$ cat config.mk
export PLATFORM = sky130hd
export DESIGN_NAME = branch_target_pc_unit
export DESIGN_NICKNAME = d
export VERILOG_FILES = /design/src/rtl/pc_unit_pkg.sv /design/src/rtl/pc_target_calc.sv /design/src/rtl/branch_target_pc_unit.sv
export SDC_FILE = /design/constraint.sdc
export NUM_CORES = 1
export LEC_CHECK = 0
export CELL_PAD_IN_SITES_DETAIL_PLACEMENT = 0
export CELL_PAD_IN_SITES_GLOBAL_PLACEMENT = 1
export CORE_AREA = 2 2 104 207
export DETAILED_ROUTE_END_ITERATION = 10
export DIE_AREA = 0 0 106 209
export PLACE_DENSITY_LB_ADDON = 0.1
export SETUP_SLACK_MARGIN = 0.15
export SYNTH_ARGS = -nofsm -noshare
export SYNTH_HDL_FRONTEND = slang
export SYNTH_SLANG_ARGS = --single-unit
$ cat constraint.sdc
create_clock -name Clk -period 6.7 [get_ports Clk]
set_input_delay 1.34 -clock Clk [delete_from_list [all_inputs] [get_ports Clk]]
set_output_delay 1.34 -clock Clk [all_outputs]
set_load 0.1 [all_outputs]
$ cat src/rtl/pc_unit_pkg.sv
// Shared types and constants for the fetch program-counter unit.
package pc_unit_pkg;

    typedef enum logic {
        RUN  = 1'b0,
        PEND = 1'b1
    } pc_state_t;

    typedef enum logic [1:0] {
        NONE = 2'd0,
        BR   = 2'd1,
        J    = 2'd2,
        JR   = 2'd3
    } redir_src_t;

    localparam logic [31:0] DEFAULT_RESET_VECTOR = 32'h0000_0000;
    localparam logic [31:0] DEFAULT_PC_INCR      = 32'd4;

endpackage

$ cat src/rtl/pc_target_calc.sv
// Redirect source selection (jr > j > branch) and target formation; purely combinational.
module pc_target_calc
    import pc_unit_pkg::*;
(
    input  logic               branch_taken,
    input  logic        [31:0] branch_base_pc,
    input  logic signed [31:0] branch_offset,
    input  logic               jump,
    input  logic        [25:0] jump_target26,
    input  logic        [31:0] jump_base_pc,
    input  logic               jump_reg,
    input  logic        [31:0] jump_reg_addr,
    output logic        [31:0] target,
    output logic               req
);

    redir_src_t         src;
    logic signed [31:0] br_target;
    logic        [31:0] j_target;
    logic        [27:0] unused_jump_base;

    // Only the region bits of the jump's PC+4 survive into the target.
    assign unused_jump_base = jump_base_pc[27:0];

    assign br_target = $signed(branch_base_pc) + branch_offset;
    assign j_target  = {jump_base_pc[31:28], jump_target26, 2'b00};

    always_comb begin
        src = NONE;
        if (jump_reg)          src = JR;
        else if (jump)         src = J;
        else if (branch_taken) src = BR;
    end

    always_comb begin
        target = 32'h0000_0000;
        unique case (src)
            JR:      target = jump_reg_addr;
            J:       target = j_target;
            BR:      target = br_target;
            default: target = 32'h0000_0000;
        endcase
    end

    assign req = (src != NONE);

endmodule

$ cat src/rtl/branch_target_pc_unit.sv
// Fetch PC register with redirect, stall parking and IF/ID squash.
// Optional macro PC_ALIGN_CHECK_EN adds sticky misaligned-target detection and word forcing.
module branch_target_pc_unit
    import pc_unit_pkg::*;
#(
    parameter logic [31:0] RESET_VECTOR = DEFAULT_RESET_VECTOR,
    parameter logic [31:0] PC_INCR      = DEFAULT_PC_INCR
)
(
    input  logic        Clk,
    input  logic        Reset,
    input  logic        Stall,
    input  logic        BranchTaken,
    input  logic [31:0] BranchBasePC,
    input  logic [31:0] BranchOffsetShifted,
    input  logic        Jump,
    input  logic [25:0] JumpTarget26,
    input  logic [31:0] JumpBasePC,
    input  logic        JumpReg,
    input  logic [31:0] JumpRegAddr,
    output logic [31:0] PCResult,
    output logic [31:0] PCPlus4,
    output logic        InstrValid,
    output logic        RedirectPending,
    output logic        AlignFault
);

    pc_state_t   state, state_nxt;
    logic [31:0] tgt_raw, tgt_eff, pend_p0, pc_nxt;
    logic        req;
    logic        load_seq, load_tgt, load_pend, park, pc_we;

    pc_target_calc u_calc (
        .branch_taken  (BranchTaken),
        .branch_base_pc(BranchBasePC),
        .branch_offset ($signed(BranchOffsetShifted)),
        .jump          (Jump),
        .jump_target26 (JumpTarget26),
        .jump_base_pc  (JumpBasePC),
        .jump_reg      (JumpReg),
        .jump_reg_addr (JumpRegAddr),
        .target        (tgt_raw),
        .req           (req)
    );

`ifdef PC_ALIGN_CHECK_EN
    function automatic logic [31:0] align_word(input logic [31:0] t);
        return {t[31:2], 2'b00};
    endfunction

    logic misalign;
    assign tgt_eff  = align_word(tgt_raw);
    assign misalign = |tgt_raw[1:0];
`else
    assign tgt_eff  = tgt_raw;
`endif

    always_ff @(posedge Clk or posedge Reset) begin
        if (Reset) state <= RUN;
        else       state <= state_nxt;
    end

    always_comb begin
        state_nxt = state;
        unique case (state)
            RUN:  if (Stall && req) state_nxt = PEND;
            PEND: if (!Stall)       state_nxt = RUN;
            default:                state_nxt = RUN;
        endcase
    end

    always_comb begin
        load_seq  = 1'b0;
        load_tgt  = 1'b0;
        load_pend = 1'b0;
        park      = 1'b0;
        unique case (state)
            RUN: begin
                load_seq = !Stall && !req;
                load_tgt = !Stall && req;
                park     = Stall && req;
            end
            PEND:    load_pend = !Stall;
            default: ;
        endcase
    end

    // The registered PCPlus4 doubles as the sequential next PC.
    assign pc_we  = load_seq || load_tgt || load_pend;
    assign pc_nxt = load_pend ? pend_p0 : (load_tgt ? tgt_eff : PCPlus4);

    always_ff @(posedge Clk or posedge Reset) begin
        if (Reset) begin
            PCResult   <= RESET_VECTOR;
            PCPlus4    <= RESET_VECTOR + PC_INCR;
            InstrValid <= 1'b0;
            pend_p0    <= 32'h0000_0000;
        end else begin
            if (pc_we) begin
                PCResult   <= pc_nxt;
                PCPlus4    <= pc_nxt + PC_INCR;
                InstrValid <= load_seq;
            end
            if (park) pend_p0 <= tgt_eff;
        end
    end

    assign RedirectPending = (state == PEND);

`ifdef PC_ALIGN_CHECK_EN
    // Only targets actually taken or parked can raise the fault.
    always_ff @(posedge Clk or posedge Reset) begin
        if (Reset)                               AlignFault <= 1'b0;
        else if ((load_tgt || park) && misalign) AlignFault <= 1'b1;
    end
`else
    assign AlignFault = 1'b0;
`endif

endmodule

==> flow_metrics.tcl <==
set metrics [dict create \
    critPathLaunchType "primary input" \
    clk_pin_slew_worst_paths_ns 0.07 \
    fin_nets 1311 \
    core_um2 20740 \
    period_minus_slack_ns 5.341 \
    cp_top_family "simple AND/OR/NAND/NOR gates" \
    synthAdderAreaFrac_pct 5.469 \
    viasPerCell 5.448 \
    dp_hpwl_mm 20.66 \
    hold_buffers 0 \
    drt-total-wl_mm 26.25 \
    grt_pass1_wl_mm 40.85 \
    pwr-share-comb_pct 53.9 \
    path_cells "clkdlybuf4s50_1 -> ha_1 -> inv_1 -> fa_1 -> nor2b_1 -> o2111ai_1 -> nand3_1 -> a31oi_1 -> xor2_1 -> o221ai_1 -> a41oi_1 -> nor4b_4 -> and3_1 -> and4_1 -> o31ai_2" \
    wl_per_cell_um 18.86 \
    cts-buffers-inserted 9 \
    crit_path_end_kind "flop" \
    muxShareOfSynthArea_pct 6.429 \
    setup_viol 0 \
    p_per_area_nw_per_um2 281.9 \
    slew_violations 0 \
    root_buffer "clkbuf_16" \
    seq_power_share_pct 27.6 \
    clock_skew_ns 0.01115 \
    syn-cell-area_um2 7687 \
    firstDrtPassIters 5 \
    htree_levels 3 \
    rows 75 \
    synth_top_flop_cell "dfrtp_1" \
    r2r_setup_slack_ns 2.83 \
    intPower_mw 1.446 \
    worstPathRequired_ns 6.90 \
    vdd_ir_drop_max_v 0.0001947 \
    finalPower_mw 2.860 \
    synth_nets 1149 \
    postRouteAntennaNets 0 \
    synth_edf_count 0 \
    grt.overflow.total 0 \
    fin_tns_setup_ns 0 \
    io_pins 227 \
    cts_buffer_depth 2 \
    synth_cell_type_count 91 \
    max_stage_delay_ns 0.68 \
    seq_area_frac_synth_pct 31.27 \
    status "completed" \
    preCtsSetupSlack_ns 1.023 \
    final.fill_count 2072 \
    clk_latency_ns 0.35 \
    die_h_um 209 \
    grt_pass1_vias 7459 \
    setup_slack_ns 1.359 \
    switching_share_pct 49.46 \
    drv_cap 0 \
    power_switching_mw 1.415 \
    synth_top_family_by_area "compound AO/OA/AOI/OAI gates" \
    fin_crit_sh_pct 79.71 \
    globalplace.congestion 0.9032 \
    rsz0062_at_grt "false" \
    drc 0 \
    cts_resized 0 \
    tightest_slew_ns 1.037 \
    cp_slowest_cell "o221ai_1" \
    cts_setup_buffers 0 \
    p_clk_share_pct 18.6 \
    ys_ff_latch 96 \
    cts.sinks 96 \
    vias 7584 \
    area_growth_pct 31.98 \
    synthSimpleGateAreaFrac_pct 22.67 \
    fp.dieW_um 106 \
    cp.arrival_ns 5.54 \
    leakage_nw 4.163 \
    die_area_um2 22150 \
    synth_compound_area_share_pct 24.35 \
    path_max_fanout 9 \
    antenna_cells 0 \
    worst-path-buf-inv 2 \
    grtUsageTotal_pct 23.91 \
    io_buffer_count 197 \
    drive_gt1_share_pct 9.884 \
    hold_path.class "reg -> reg" \
    max_freq_ghz 0.1872 \
    hold_viol 0 \
    cts_tree "done" \
    drt-initial-drc-count 307 \
    antenna_found_initial 0 \
    postSynth.asyncResetShare_pct 100.0 \
    avgSynthCellArea_um2 8.041 \
    ys.warnings.count 0 \
    synthCells 956 \
    grt_max_degree 101 \
    synth-xor-area-share_pct 4.785 \
    relSlewSlack_pct 30.62 \
    initial_core_util_pct 37.07 \
    worstSetupPathType "in -> reg" \
]
-- path summary, 6_finish.rpt --
kind                                    end  cells past startpoint              startpoint
worst max-delay path            PCPlus4[31]                     15  BranchOffsetShifted[0]
worst min-delay path             PCPlus4[2]                      2              PCPlus4[2]
worst max register to register  PCPlus4[28]                     12         RedirectPending
worst min register to register   PCPlus4[2]                      2              PCPlus4[2]
max in group asynchronous       pend_p0[18]                      3                   Reset
min in group asynchronous       PCResult[6]                      2                   Reset
-- worst min-delay path: stages (launching register included) --
cell and delay, ns:
dfstp_2 0.38, nand2_1 0.04, o21ai_0 0.06
-- state kept, by name (all words and copies together), names as in the netlist --
signal,count
pend_p0,32
RedirectPending,1
PCPlus4,30
InstrValid,1
PCResult,32
-- per-stage QoR --
step	utilization, %	hold WS (ns)	instances	area, um2
floorplan	-	0.4640	956	7687
global placement	47.46	0.4753	1376	9843
detailed placement	47.46	0.4827	1376	9843
CTS	48.92	0.4933	1392	10150
global route	48.92	0.5171	1392	10150
finish	48.92	0.4900	1392	10150
-- cell type report --
class                      instances  area (um2)  share of cell area, %
clock buffer                      10       229.0                  2.257
clock inverter                     6       73.82                 0.7276
inverter                          23       88.84                 0.8756
multi-input combinational        773        4915                  48.44
sequential                        96        2404                  23.69
tap                              269       336.6                  3.317
timing repair buffer             215        2100                  20.69
-- logic make-up after synthesis --
| kind of cell | Yosys count |
|---|---|
| buffers and inverters | 87 |
| AOI/OAI and AO/OA | 292 |
| other | 1 |
| and+or+nand+nor | 360 |
| adders and majority gates | 33 |
| xor gates and xnor gates | 42 |
| DFF | 96 |
| muxes | 45 |
-- power by group through the flow --
stage	registers, mW	logic (mW)	clock network [mW]
2_1_floorplan	1.39	0.505	0
3_3_place_gp	0.797	1.54	0
3_5_place_dp	0.801	1.55	0
4_1_cts	0.790	1.55	0.547
5_1_grt	0.802	1.63	0.571
6_report	0.788	1.54	0.531
-- metal layers --
layer	track usage (%)	part of all wire [%]	up-vias	wire, um
met4	12.16	5.2	0	1370
li1	-	-	3750	-
met3	2.963	4.3	46	1125
met2	44.36	53	227	13990
met1	26.18	37	3561	9765
met5	0	0	-	0
-- cells in the mapped netlist, drive strengths merged, types with 23 or more instances --
cell	number	share of area, %
buf	30	2.2
nor2	70	3.4
o21ai	76	5.0
inv	23	1.1
dfrtp	95	31
nand3	24	1.6
a21oi	111	7.5
mux2	35	5.1
ha	32	5.2
xnor2	25	2.8
clkbuf	34	1.7
nand2	178	8.8
-- cells in the final DEF, fill, tap and decap left out, types with 8 or more instances in the layout --
cell,n
clkdlybuf4s50_1,195
nand2_1,176
a21oi_1,108
dfrtp_1,95
nor2_1,70
o21ai_0,61
mux2_2,34
ha_1,32
xnor2_1,25
nand3_1,24
inv_1,22
buf_4,19
a31oi_1,17
xor2_1,17
o21ai_1,13
a21o_1,11
nor3_1,11
nor2b_1,10
mux2i_1,10
and3_1,9
clkbuf_16,9
nand4_1,8
Power figures use the tool's default switching activity.
